File: src/rtl/fwrdk2j_ctrl_pkg.sv
// fwrdk2j_ctrl_pkg: shared state encoding and default widths for the
// fwrdk2j kernel sequencer and its settle timer.
package fwrdk2j_ctrl_pkg;

    localparam int DATA_W_DEF = 32;
    localparam int CNT_W_DEF  = 32;
    localparam int TMR_W      = 4;

    typedef enum logic [2:0] {
        IDLE,
        ACCEPT,
        SETTLE,
        OUTPUT,
        DONE
    } state_t;

endpackage

File: src/rtl/fwrdk2j_settle_timer.sv
// fwrdk2j_settle_timer: counts cycles after a load; o_expire flags the
// last cycle of the settle window while enabled.
module fwrdk2j_settle_timer
    import fwrdk2j_ctrl_pkg::*;
#(
    parameter int LIMIT = 2
) (
    input  logic clk,
    input  logic rst_n,
    input  logic i_load,
    input  logic i_en,
    output logic o_expire
);

    logic [TMR_W-1:0] r_cnt;

    // Load to 1 so the count equals the settle cycle currently in progress.
    always_ff @(posedge clk or negedge rst_n) begin
        if (!rst_n) begin
            r_cnt <= '0;
        end else if (i_load) begin
            r_cnt <= TMR_W'(1);
        end else if (i_en && !o_expire) begin
            r_cnt <= r_cnt + 1'b1;
        end
    end

    assign o_expire = i_en && (r_cnt == TMR_W'(LIMIT));

endmodule

File: src/rtl/fwrdk2j_seq_ctrl.sv
// fwrdk2j_seq_ctrl: batch sequencer for the combinational fwrdk2j kernel.
// Optional results-delivered counter enabled by FWRDK2J_TXN_CNT_EN.
module fwrdk2j_seq_ctrl
    import fwrdk2j_ctrl_pkg::*;
#(
    parameter int DATA_W        = DATA_W_DEF,
    parameter int SETTLE_CYCLES = 2,
    parameter int CNT_W         = CNT_W_DEF
) (
    input  logic                clk,
    input  logic                rst_n,
    input  logic                start,
    input  logic [CNT_W-1:0]    cfg_count,
    output logic                busy,
    output logic                done,
`ifdef FWRDK2J_TXN_CNT_EN
    output logic [CNT_W-1:0]    txn_count,
`endif
    input  logic                in_valid,
    output logic                in_ready,
    input  logic [DATA_W-1:0]   in_a,
    input  logic [DATA_W-1:0]   in_b,
    output logic [DATA_W-1:0]   k_in0,
    output logic [DATA_W-1:0]   k_in1,
    input  logic [DATA_W-1:0]   k_out0,
    input  logic [DATA_W-1:0]   k_out1,
    output logic                res_valid,
    input  logic                res_ready,
    output logic [2*DATA_W-1:0] res_data
);

    state_t              r_state;
    state_t              w_next;
    logic [CNT_W-1:0]    r_rem;
    logic [DATA_W-1:0]   r_k_in0;
    logic [DATA_W-1:0]   r_k_in1;
    logic [2*DATA_W-1:0] r_res_data;
    logic                r_res_valid;
    logic                w_in_hs;
    logic                w_res_hs;
    logic                w_expire;
    logic                w_settle;

    assign w_in_hs  = in_valid && in_ready;
    assign w_res_hs = r_res_valid && res_ready;
    assign w_settle = (r_state == SETTLE);

    fwrdk2j_settle_timer #(
        .LIMIT    (SETTLE_CYCLES)
    ) u_timer (
        .clk      (clk),
        .rst_n    (rst_n),
        .i_load   (w_in_hs),
        .i_en     (w_settle),
        .o_expire (w_expire)
    );

    always_ff @(posedge clk or negedge rst_n) begin
        if (!rst_n) begin
            r_state <= IDLE;
        end else begin
            r_state <= w_next;
        end
    end

    always_comb begin
        w_next = r_state;
        unique case (r_state)
            IDLE: begin
                if (start) begin
                    w_next = (cfg_count == '0) ? DONE : ACCEPT;
                end
            end
            ACCEPT: begin
                if (w_in_hs) begin
                    w_next = SETTLE;
                end
            end
            SETTLE: begin
                if (w_expire) begin
                    w_next = OUTPUT;
                end
            end
            OUTPUT: begin
                if (w_res_hs) begin
                    w_next = (r_rem != '0) ? ACCEPT : DONE;
                end
            end
            DONE: begin
                w_next = IDLE;
            end
            default: begin
                w_next = IDLE;
            end
        endcase
    end

    // Kernel inputs only move on a handshake so the kernel never glitches.
    always_ff @(posedge clk or negedge rst_n) begin
        if (!rst_n) begin
            r_rem   <= '0;
            r_k_in0 <= '0;
            r_k_in1 <= '0;
        end else if (r_state == IDLE && start) begin
            r_rem <= cfg_count;
        end else if (w_in_hs) begin
            r_rem   <= r_rem - 1'b1;
            r_k_in0 <= in_a;
            r_k_in1 <= in_b;
        end
    end

    always_ff @(posedge clk or negedge rst_n) begin
        if (!rst_n) begin
            r_res_valid <= 1'b0;
            r_res_data  <= '0;
        end else if (w_expire) begin
            r_res_valid <= 1'b1;
            r_res_data  <= {k_out1, k_out0};
        end else if (w_res_hs) begin
            r_res_valid <= 1'b0;
        end
    end

`ifdef FWRDK2J_TXN_CNT_EN
    logic [CNT_W-1:0] r_txn;

    always_ff @(posedge clk or negedge rst_n) begin
        if (!rst_n) begin
            r_txn <= '0;
        end else if (w_res_hs) begin
            r_txn <= r_txn + 1'b1;
        end
    end

    assign txn_count = r_txn;
`endif

    assign in_ready  = (r_state == ACCEPT);
    assign busy      = (r_state == ACCEPT) || (r_state == SETTLE)
                    || (r_state == OUTPUT);
    assign done      = (r_state == DONE);
    assign k_in0     = r_k_in0;
    assign k_in1     = r_k_in1;
    assign res_valid = r_res_valid;
    assign res_data  = r_res_data;

endmodule

File: config.mk
export PLATFORM = sky130hd
export DESIGN_NAME = fwrdk2j_seq_ctrl
export DESIGN_NICKNAME = d
export VERILOG_FILES = /design/src/rtl/fwrdk2j_ctrl_pkg.sv /design/src/rtl/fwrdk2j_settle_timer.sv /design/src/rtl/fwrdk2j_seq_ctrl.sv
export SDC_FILE = /design/constraint.sdc
export NUM_CORES = 1
export LEC_CHECK = 0
export CORE_MARGIN = 8
export CORE_UTILIZATION = 36
export CTS_CLUSTER_DIAMETER = 40
export DETAILED_ROUTE_END_ITERATION = 6
export PLACE_DENSITY_LB_ADDON = 0.3
export SLEW_MARGIN = 20
export SYNTH_ARGS = -nofsm -noshare
export SYNTH_HDL_FRONTEND = slang
export SYNTH_HIERARCHICAL = 1
export SYNTH_SLANG_ARGS = --single-unit
File: constraint.sdc
create_clock -name clk -period 5.3 [get_ports clk]
set_clock_uncertainty 0.1 [all_clocks]
set_input_delay 1.06 -clock clk [delete_from_list [all_inputs] [get_ports clk]]
set_output_delay 1.06 -clock clk [all_outputs]
set_load 0.01 [all_outputs]
==> results of run 1 <==
[state kept, by name (all words and copies together) (netlist names)]
| register | cells |
|---|---|
| res_valid | 1 |
| k_in1 | 32 |
| r_rem | 32 |
| res_data | 64 |
| r_state | 3 |
| u_timer/r_cnt | 4 |
| k_in0 | 32 |
[through the flow]
stage          hold WS [ns]  std cells  util (%)
2_1_floorplan         0.404        710         -
3_3_place_gp          0.357       1244      52.6
3_5_place_dp          0.361       1244      52.6
4_1_cts               0.378       1275      55.6
5_1_grt               0.395       1275      55.6
6_report              0.373       1275      55.6
[cells in the final DEF (no fill, tap or decap), types with 7 or more instances in the layout]
| master | count |
|---|---|
| mux2_2 | 64 |
| nor2_1 | 24 |
| inv_1 | 7 |
| nand4_1 | 15 |
| o21ai_0 | 11 |
| or3_1 | 9 |
| clkbuf_16 | 17 |
| a221o_1 | 7 |
| clkdlybuf4s50_1 | 295 |
| nor3_1 | 15 |
| a22oi_1 | 9 |
| nand2_1 | 227 |
| o211ai_1 | 9 |
| nand3_1 | 13 |
| dfrtp_1 | 168 |
| nor4_1 | 17 |
[worst max-delay path, cell delays in order]
cell	delay, ns
clkdlybuf4s50_1	0.53
nand4bb_4	0.12
inv_2	0.64
nor2_1	0.47
a22o_1	0.29
or3_1	0.29
[final cells by class]
cell class / instances / share of cell area (%)
multi-input cells: 495 / 26.8
inverters: 8 / 0.268
repair buffers: 303 / 27.0
flip-flops and latches: 168 / 37.5
well taps: 270 / 3.02
clock buffers: 18 / 3.92
clock inverters: 13 / 1.42
[logic make-up (layout without fill, tap and decap cells)]
family | Yosys count | after routing
adder cells (fa/ha/maj) | 4 | 4
multiplexers | 68 | 68
buffers and inverters | 47 | 342
AND/OR/NAND/NOR | 353 | 353
AO/OA/AOI/OAI | 69 | 69
flip-flops | 168 | 168
XOR/XNOR | 1 | 1
[per-layer routing]
metal | up-vias | global-route usage, %
met2 | 306 | 29.2
met3 | 33 | 9.54
met1 | 3150 | 22.3
met5 | - | 0
li1 | 3052 | -
met4 | 0 | 6.13
[power by group through the flow]
stage / combinational, µW / sequential, µW / clock [µW]
5_1_grt: 2830 / 2320 / 1370
2_1_floorplan: 1050 / 2380 / 0
3_3_place_gp: 2600 / 2220 / 0
4_1_cts: 2640 / 2230 / 1320
3_5_place_dp: 2630 / 2240 / 0
6_report: 2600 / 2230 / 1290
[how the worst min path moves through the flow]
| stage | start | end | slack [ns] | cells after the start |
|---|---|---|---|---|
| 6_report | k_in1[30] | k_in1[30] | 0.37 | 2 |
| 4_1_cts | k_in1[27] | k_in1[27] | 0.38 | 2 |
| 3_3_place_gp | k_in0[16] | k_in0[16] | 0.36 | 2 |
| 3_5_place_dp | k_in0[31] | k_in0[31] | 0.36 | 2 |
| 5_1_grt | k_in1[26] | k_in1[26] | 0.39 | 2 |
| 2_1_floorplan | r_rem[21] | r_rem[21] | 0.40 | 1 |
==> metrics, run 1 <==
cell count after synthesis 710; most area-consuming cells after synthesis dfrtp_1 57%, nand2_1 12%, mux2_2 9.8%, nor4_1 1.4%, clkbuf_1 1.3%; setup repair after global routing missed its margin false; overall global routing resource usage 18.8%; number of nets in the synthesized netlist 879; post-CTS clock slew at the launch and capture registers of the worst setup and hold paths 0.07 ns; Final Hold Vio Count 0; beginning of the critical path in_valid; area growth from synthesis to layout 51.9%; number of setup buffers added after CTS 0; power density over cell area 547 nW/µm²; area of the core 20,200 µm²; Skew-Pair Late Insertion Delay 0.42 ns; worst path setup slack after routing 2.06 ns; die area 25,300 µm²; leakage power 0.00501 µW; synth unique cells 61; share of cell area taken by muxes after synthesis 10.4%; outcome completed; max_cap viols 0; synthesized-area fraction occupied by adder cells 0.679%; transition time of the tightest slew-check pin 1.03 ns; sequential share of the synthesized area 57.0%; final-report setup violation count 0; worst-case headroom to the max-slew limit 31.7%; CTS tree yes; post-layout min period 3.24 ns; Setup Total Neg Slack 0 ns; footprint of the multi-input gates 3010 µm²; 1st-pass router iterations 6; Via Count 6,541; detail-routed via count per cell 5.13; wire length of the first global-routing pass 38.3 mm; clock group share of total power 21.1%; area leader, netlist dfrtp_1; share of post-route cells with drive strength above 1 12.0%; number of buffers created by CTS 17; fill count 1,787; most used standard cell by instance count after synthesis nand2_1; via count of the first global-routing pass 6,784; switching component of the power 2200 µW; arrival time at the worst endpoint 3.44 ns; class of the most critical setup path in -> reg; share of the synthesized area in the top cell type 57.0%; count of buffers inserted at the top-level ports 296; Synth Register Bits 168; number of instances resized during post-cts repair 0; timing endpoint of the critical path r_rem[26]; flop2flop setup slack 2.25 ns; Post-synth EDFFs 0; horizontal extent of the die 159 µm; most common flop cell mapped by yosys dfrtp_1; number of hold buffers added after CTS 0; share of power burned in registers 36.4%; Congestion Overflow GR 0; DR DRC count 0; highest ir drop seen on vdd 242 µV; number of warning messages in the yosys log 6; Critical Path Sink Type flip-flop; per-instance average area after synthesis 10.4 µm²; Synth async-reset ratio 100%; Worst Reg2Reg Path Length in Cells 5; portion of total power attributed to combinational logic 42.5%; maximum fanout count along the critical path 50; total number of H-tree levels 4; final weighted congestion in routability-driven placement 0.861; drt initial violations 344; wire length on met2 10.9 mm; data required time at the worst endpoint 5.50 ns; detail-routed net length per standard cell 18.6 µm; synthesized area 7370 µm²; startpoint types primary input; post-route cell area 11,200 µm²; Power Internal 3920 µW; highest signal layer in the routed design met4; top post-synthesis cells by count 227 x nand2_1, 168 x dfrtp_1, 64 x mux2_2; Final Power 6120 µW; placed standard-cell area 10,600 µm²; initial antenna violation count 0; maximum number of pins on one net before global-route repair 96; clock root buffer master clkbuf_16; met3 routed wirelength 2.94 mm; post-layout net count 1,162; switching portion of total power 35.9%; Routed WL 23.7 mm; ant diodes 0; reg-to-reg critical path endpoint res_data[41]; row count 52; number of clock sinks 168; pre-CTS setup slack 1.59 ns; XOR/XNOR Fraction of Synth Area 0.119%; I/O pin cnt 297; Fmax achieved 309 MHz; starting density of the core 36.6%; compound-cell area share of the yosys netlist 7.09%; share of synthesized cell area in and, or, nand and nor gates 22.1%; DP HPWL 17.2 mm; fraction of the cycle the final worst path needs 61.2%; worst min-delay path category reg -> reg; post-detailed-route count of antenna-violating nets 0; combinational family with the most area after synthesis simple AND/OR/NAND/NOR gates; max-slew violation count 0; source of the worst register-to-register timing path r_state[1]; sequential cell area in the final layout 4200 µm²; Chip Height 159 µm; number of buffers on the longest clock path 2; met1 WL 9.46 mm
Note: power is estimated with default switching activity, not from simulation.
==> run 2: changes to the inputs <==
Clock period 5.3 ns to 3.1 ns, I/O delays scaled along.
==> run 2 against run 1 <==
- sequential power is 71% higher
- largest cell class unchanged
- register-to-register slack worse by 1.5 ns
- die area stayed put
- utilization is 0.57 points higher
==> metrics, run 2 (same netlist as run 1, synthesis figures left out) <==
outcome completed; final-report setup violation count 0; leakage power 0.00507 µW; post-layout min period 2.68 ns; total number of H-tree levels 4; maximum fanout count along the critical path 12; die area 25,300 µm²; Skew-Pair Late Insertion Delay 0.42 ns; class of the most critical setup path reg -> out; beginning of the critical path r_state[1]; Critical Path Sink Type output port; Final Hold Vio Count 0; CTS tree yes; post-CTS clock slew at the launch and capture registers of the worst setup and hold paths 0.07 ns; timing endpoint of the critical path done; number of hold buffers added after CTS 0; setup repair after global routing missed its margin false; area growth from synthesis to layout 53.5%; cells along the critical path nor2_1 -> and2_1 -> clkdlybuf4s50_1; Worst Reg2Reg Path Length in Cells 8; flop2flop setup slack 0.72 ns; count of buffers inserted at the top-level ports 296; DR DRC count 0; transition time of the tightest slew-check pin 0.980 ns; Congestion Overflow GR 0; post-layout net count 1,173; startpoint types flip-flop; Setup Total Neg Slack 0 ns; Worst path top cell family by delay buffers and inverters; ant diodes 0; number of buffers created by CTS 17; maximum number of pins on one net before global-route repair 69; Max stage delay cell, worst path clkdlybuf4s50_1; drt initial violations 328; post-detailed-route count of antenna-violating nets 0; number of setup buffers added after CTS 0; Routed WL 24.3 mm; initial antenna violation count 0; reg-to-reg critical path endpoint r_state[0]; worst path bufs/invs 1; overall global routing resource usage 19.0%; max_cap viols 0; share of post-route cells with drive strength above 1 13.1%; data required time at the worst endpoint 2.38 ns; most common library cell in the layout ignoring fill and taps clkdlybuf4s50_1; wire length of the first global-routing pass 38.8 mm; 1st-pass router iterations 5; DP HPWL 18.0 mm; Final Power 10,500 µW; row count 52; number of buffers on the longest clock path 2; max-slew violation count 0; I/O pin cnt 297; leading cell types in the layout, fill and taps excluded 295 x clkdlybuf4s50_1, 227 x nand2_1, 168 x dfrtp_1, 64 x mux2_2, 24 x nor2_1; worst min-delay path category in -> async; worst-case headroom to the max-slew limit 34.4%; starting density of the core 36.6%; Fmax achieved 373 MHz; source of the worst register-to-register timing path r_state[1]; arrival time at the worst endpoint 1.96 ns; detail-routed via count per cell 5.08; area of the core 20,200 µm²; final weighted congestion in routability-driven placement 0.865; clock root buffer master clkbuf_16; via count of the first global-routing pass 6,960; stages on the worst setup path 3; horizontal extent of the die 159 µm; crit-path max cell delay 0.58 ns; Via Count 6,544; number of instances resized during post-cts repair 0; Chip Height 159 µm; highest ir drop seen on vdd 438 µV; Largest register FFs 64; fraction of the cycle the final worst path needs 86.5%; power density over cell area 924 nW/µm²; detail-routed net length per standard cell 18.9 µm; number of clock sinks 168
run 2: cell types whose count changed in the layout (fill, tap and decap cells not counted):
cell	change
clkinv_8	+3
buf_12	+3
bufinv_16	-2
inv_8	+2
inv_6	-1
buf_4	+8
clkinvlp_4	-1
run 2: routing by layer:
| layer | track usage (%) | vias to the layer above | wire length, µm |
|---|---|---|---|
| met2 | 30.0 | 287 | 11200 |
| met5 | 0 | - | 0 |
| met1 | 22.3 | 3156 | 9730 |
| li1 | - | 3077 | - |
| met3 | 9.57 | 24 | 2890 |
| met4 | 5.87 | 0 | 425 |
run 2: stage by stage:
step | cell area [µm²] | utilization [%] | hold slack, ns | cells | worst slack (ns)
5_1_grt | 11300 | 56.1 | 0.118 | 1287 | 0.295
4_1_cts | 11300 | 56.1 | 0.0940 | 1287 | 0.404
3_3_place_gp | 10700 | 53.2 | 0.356 | 1255 | 0.567
2_1_floorplan | 7370 | - | 0.224 | 710 | 0.698
6_report | 11300 | 56.1 | 0.0853 | 1287 | 0.420
3_5_place_dp | 10700 | 53.2 | 0.361 | 1255 | 0.482
run 2: power by group:
| part | switching [µW] | total (µW) | internal (µW) |
|---|---|---|---|
| clock network | 1010 | 2110 | 1100 |
| logic | 2130 | 4520 | 2390 |
| registers | 682 | 3820 | 3140 |
run 2: area by class of cell:
class	instances	area, µm²
Clock inverter	14	154
Sequential cell	168	4200
Tap cell	270	338
Timing Repair Buffer	314	3150
Fill cell	1778	8850
Multi-Input combinational cell	495	3010
Inverter	8	30.0
Clock buffer	18	439
run 2: worst register-to-register path, stage by stage, from the launching register on:
cell and delay [ns]:
dfrtp_1 0.63, inv_1 0.11, nor3_1 0.30, and2_2 0.25
buf_4 0.34, mux2i_1 0.13, nor3_1 0.23, o31ai_1 0.12
nand3_1 0.09
run 2: how the worst min path moves through the flow:
stage	startpoint	end	slack, ns	depth (start not counted)
3_5_place_dp	k_in0[10]	k_in0[10]	0.36	2
3_3_place_gp	k_in0[3]	k_in0[3]	0.36	2
4_1_cts	rst_n	r_rem[17]	0.09	1
2_1_floorplan	rst_n	k_in0[0]	0.22	0
5_1_grt	rst_n	r_rem[17]	0.12	1
6_report	rst_n	r_rem[17]	0.09	1
==> RTL change: new RTL, config.mk and constraints of run 2 <==
Build with the macro `FWRDK2J_TXN_CNT_EN` defined.
--- a/src/rtl/fwrdk2j_seq_ctrl.sv
+++ b/src/rtl/fwrdk2j_seq_ctrl.sv
@@ -1,5 +1,7 @@
 // fwrdk2j_seq_ctrl: batch sequencer for the combinational fwrdk2j kernel.
 // Optional results-delivered counter enabled by FWRDK2J_TXN_CNT_EN.
+`define FWRDK2J_TXN_CNT_EN
+
 module fwrdk2j_seq_ctrl
     import fwrdk2j_ctrl_pkg::*;
 #(
Check against the original RTL (old outputs only; new: txn_count): equivalent (Yosys induction, for registers that start in step).
==> RTL change against run 2 <==
  * Wire length is 8.5% higher
  * Sequential share of layout area up 1.4 points
  * Sequential cell count grew 32
  * Area after synthesis grew 16%
  * Hold slack got worse by 0.017 ns
  * Setup slack gained 0.031 ns
  * Total power fell by 1.4%
  * Design area increased by 15%
  * Combinational power shrank 15%
  * Count of clock-buffer cells in the layout is the same
  * Highest routed layer unchanged
  * Sequential power grew 9.4%
==> RTL change: results (changes against run 2) <==
stage	metric	value	unit	change
outcome	status	completed		
yosys	synth_area_leaders	dfrtp_1 (58%), nand2_1 (10%), mux2_2 (8.5%)		
pwr	power.leakage	0.00574	µW	+13%
setup_path	rr_endpoint	r_rem[29]$_DFFE_PN0P_		
place	dp_cells	1428		+14%
yosys	netlist_instances	799		+13%
yosys	synth_commonest_cells	nand2_1 (238), dfrtp_1 (200), mux2_2 (65)		
clock_network	clk_latency	0.44	ns	+0.02 ns
yosys	synth_cell_type_count	56		-8.2%
setup_path	timing.rr.start	r_rem[7]$_DFFE_PN0P_		
sta	worst_hold_slack	0.0679	ns	-0.0175 ns
yosys	ys_seq_area_share	58.3	%	+1.3 points
setup_path	crit_arrival	1.93	ns	-0.03 ns
global_route	grt_util_all_layers	18.2	%	-0.79 points
detailed_routing	num_vias	7089		+8.3%
final_layout	nets	1298		+11%
final_layout	stdcell_count	1460		+13%
pwr	peakVddDrop	0.000390	V	-11%
global_route	grt_pass1_vias	7414		+6.5%
detailed_routing	wl_per_cell	18.0	µm	-4.4%
place	gp_congestion	0.805		-6.9%
global_route	grt_first_pass_wirelength	41.8	mm	+7.8%
sta	tightestPinTransition	0.565	ns	-0.415 ns
global_route	grt_max_degree	88		+28%
place	io_buffers	328		+11%
final_layout	fillers	2036		+15%
setup_path	reg2regPathDepth	5		-3
RTL change: kinds of logic after synthesis:
| family | synth area share (%) |
|---|---|
| xor gates and xnor gates | 3.37 |
| and+or+nand+nor | 20.3 |
| buffers and inverters | 2.05 |
| AOI/OAI and AO/OA | 6.22 |
| muxes | 9.08 |
| DFF | 58.3 |
| adders and majority gates | 0.729 |
RTL change: worst max-delay path by stage:
stage	startpoint	depth (start not counted)	to	slack, ns
floorplan	r_state[1]$_DFFE_PN0P_	7	res_data[14]$_DFFE_PN0P_	0.70
global placement	start	6	r_rem[5]$_DFFE_PN0P_	0.41
global route	r_state[0]$_DFFE_PN0P_	3	done	0.37
finish	r_state[0]$_DFFE_PN0P_	2	in_ready	0.45
CTS	r_state[0]$_DFFE_PN0P_	2	in_ready	0.40
detailed placement	start	6	r_rem[5]$_DFFE_PN0P_	0.39
RTL change: critical path: stages, from the launching register on:
cell             delay [ns]
dfrtp_1                0.64
nor3b_1                0.27
clkdlybuf4s50_1        0.59
RTL change: through the flow:
stage                     instance area [µm²]  setup WS [ns]
after floorplan                          8590          0.703
after global placement                  12400          0.408
after detailed placement                12400          0.393
after CTS                               13000          0.401
after global routing                    13000          0.369
final                                   13000          0.451
RTL change: report_power, final:
group	switching, µW	internal (µW)	total [µW]
Combinational	1660	2190	3860
Clock	1150	1120	2270
Sequential	640	3540	4180
Total	3460	6850	10300
RTL change: layout make-up:
class / instances / area (µm²) / share of cell area [%]
clock buffer: 18 / 439 / 3.38
clock inverter: 14 / 166 / 1.28
timing repair buffer: 347 / 3500 / 27.0
inverter: 10 / 37.5 / 0.289
multi-input combinational: 552 / 3430 / 26.4
tap: 319 / 399 / 3.07
sequential: 200 / 5000 / 38.6
RTL change: layer usage:
layer	share of wire, %	routed length (µm)	track usage (%)	vias up
met3	9.6	2530	7.34	16
li1	-	-	-	3408
met2	48	12600	29.5	273
met4	1.2	304	4.61	0
met5	0	0	0	-
met1	41	10900	22.4	3392
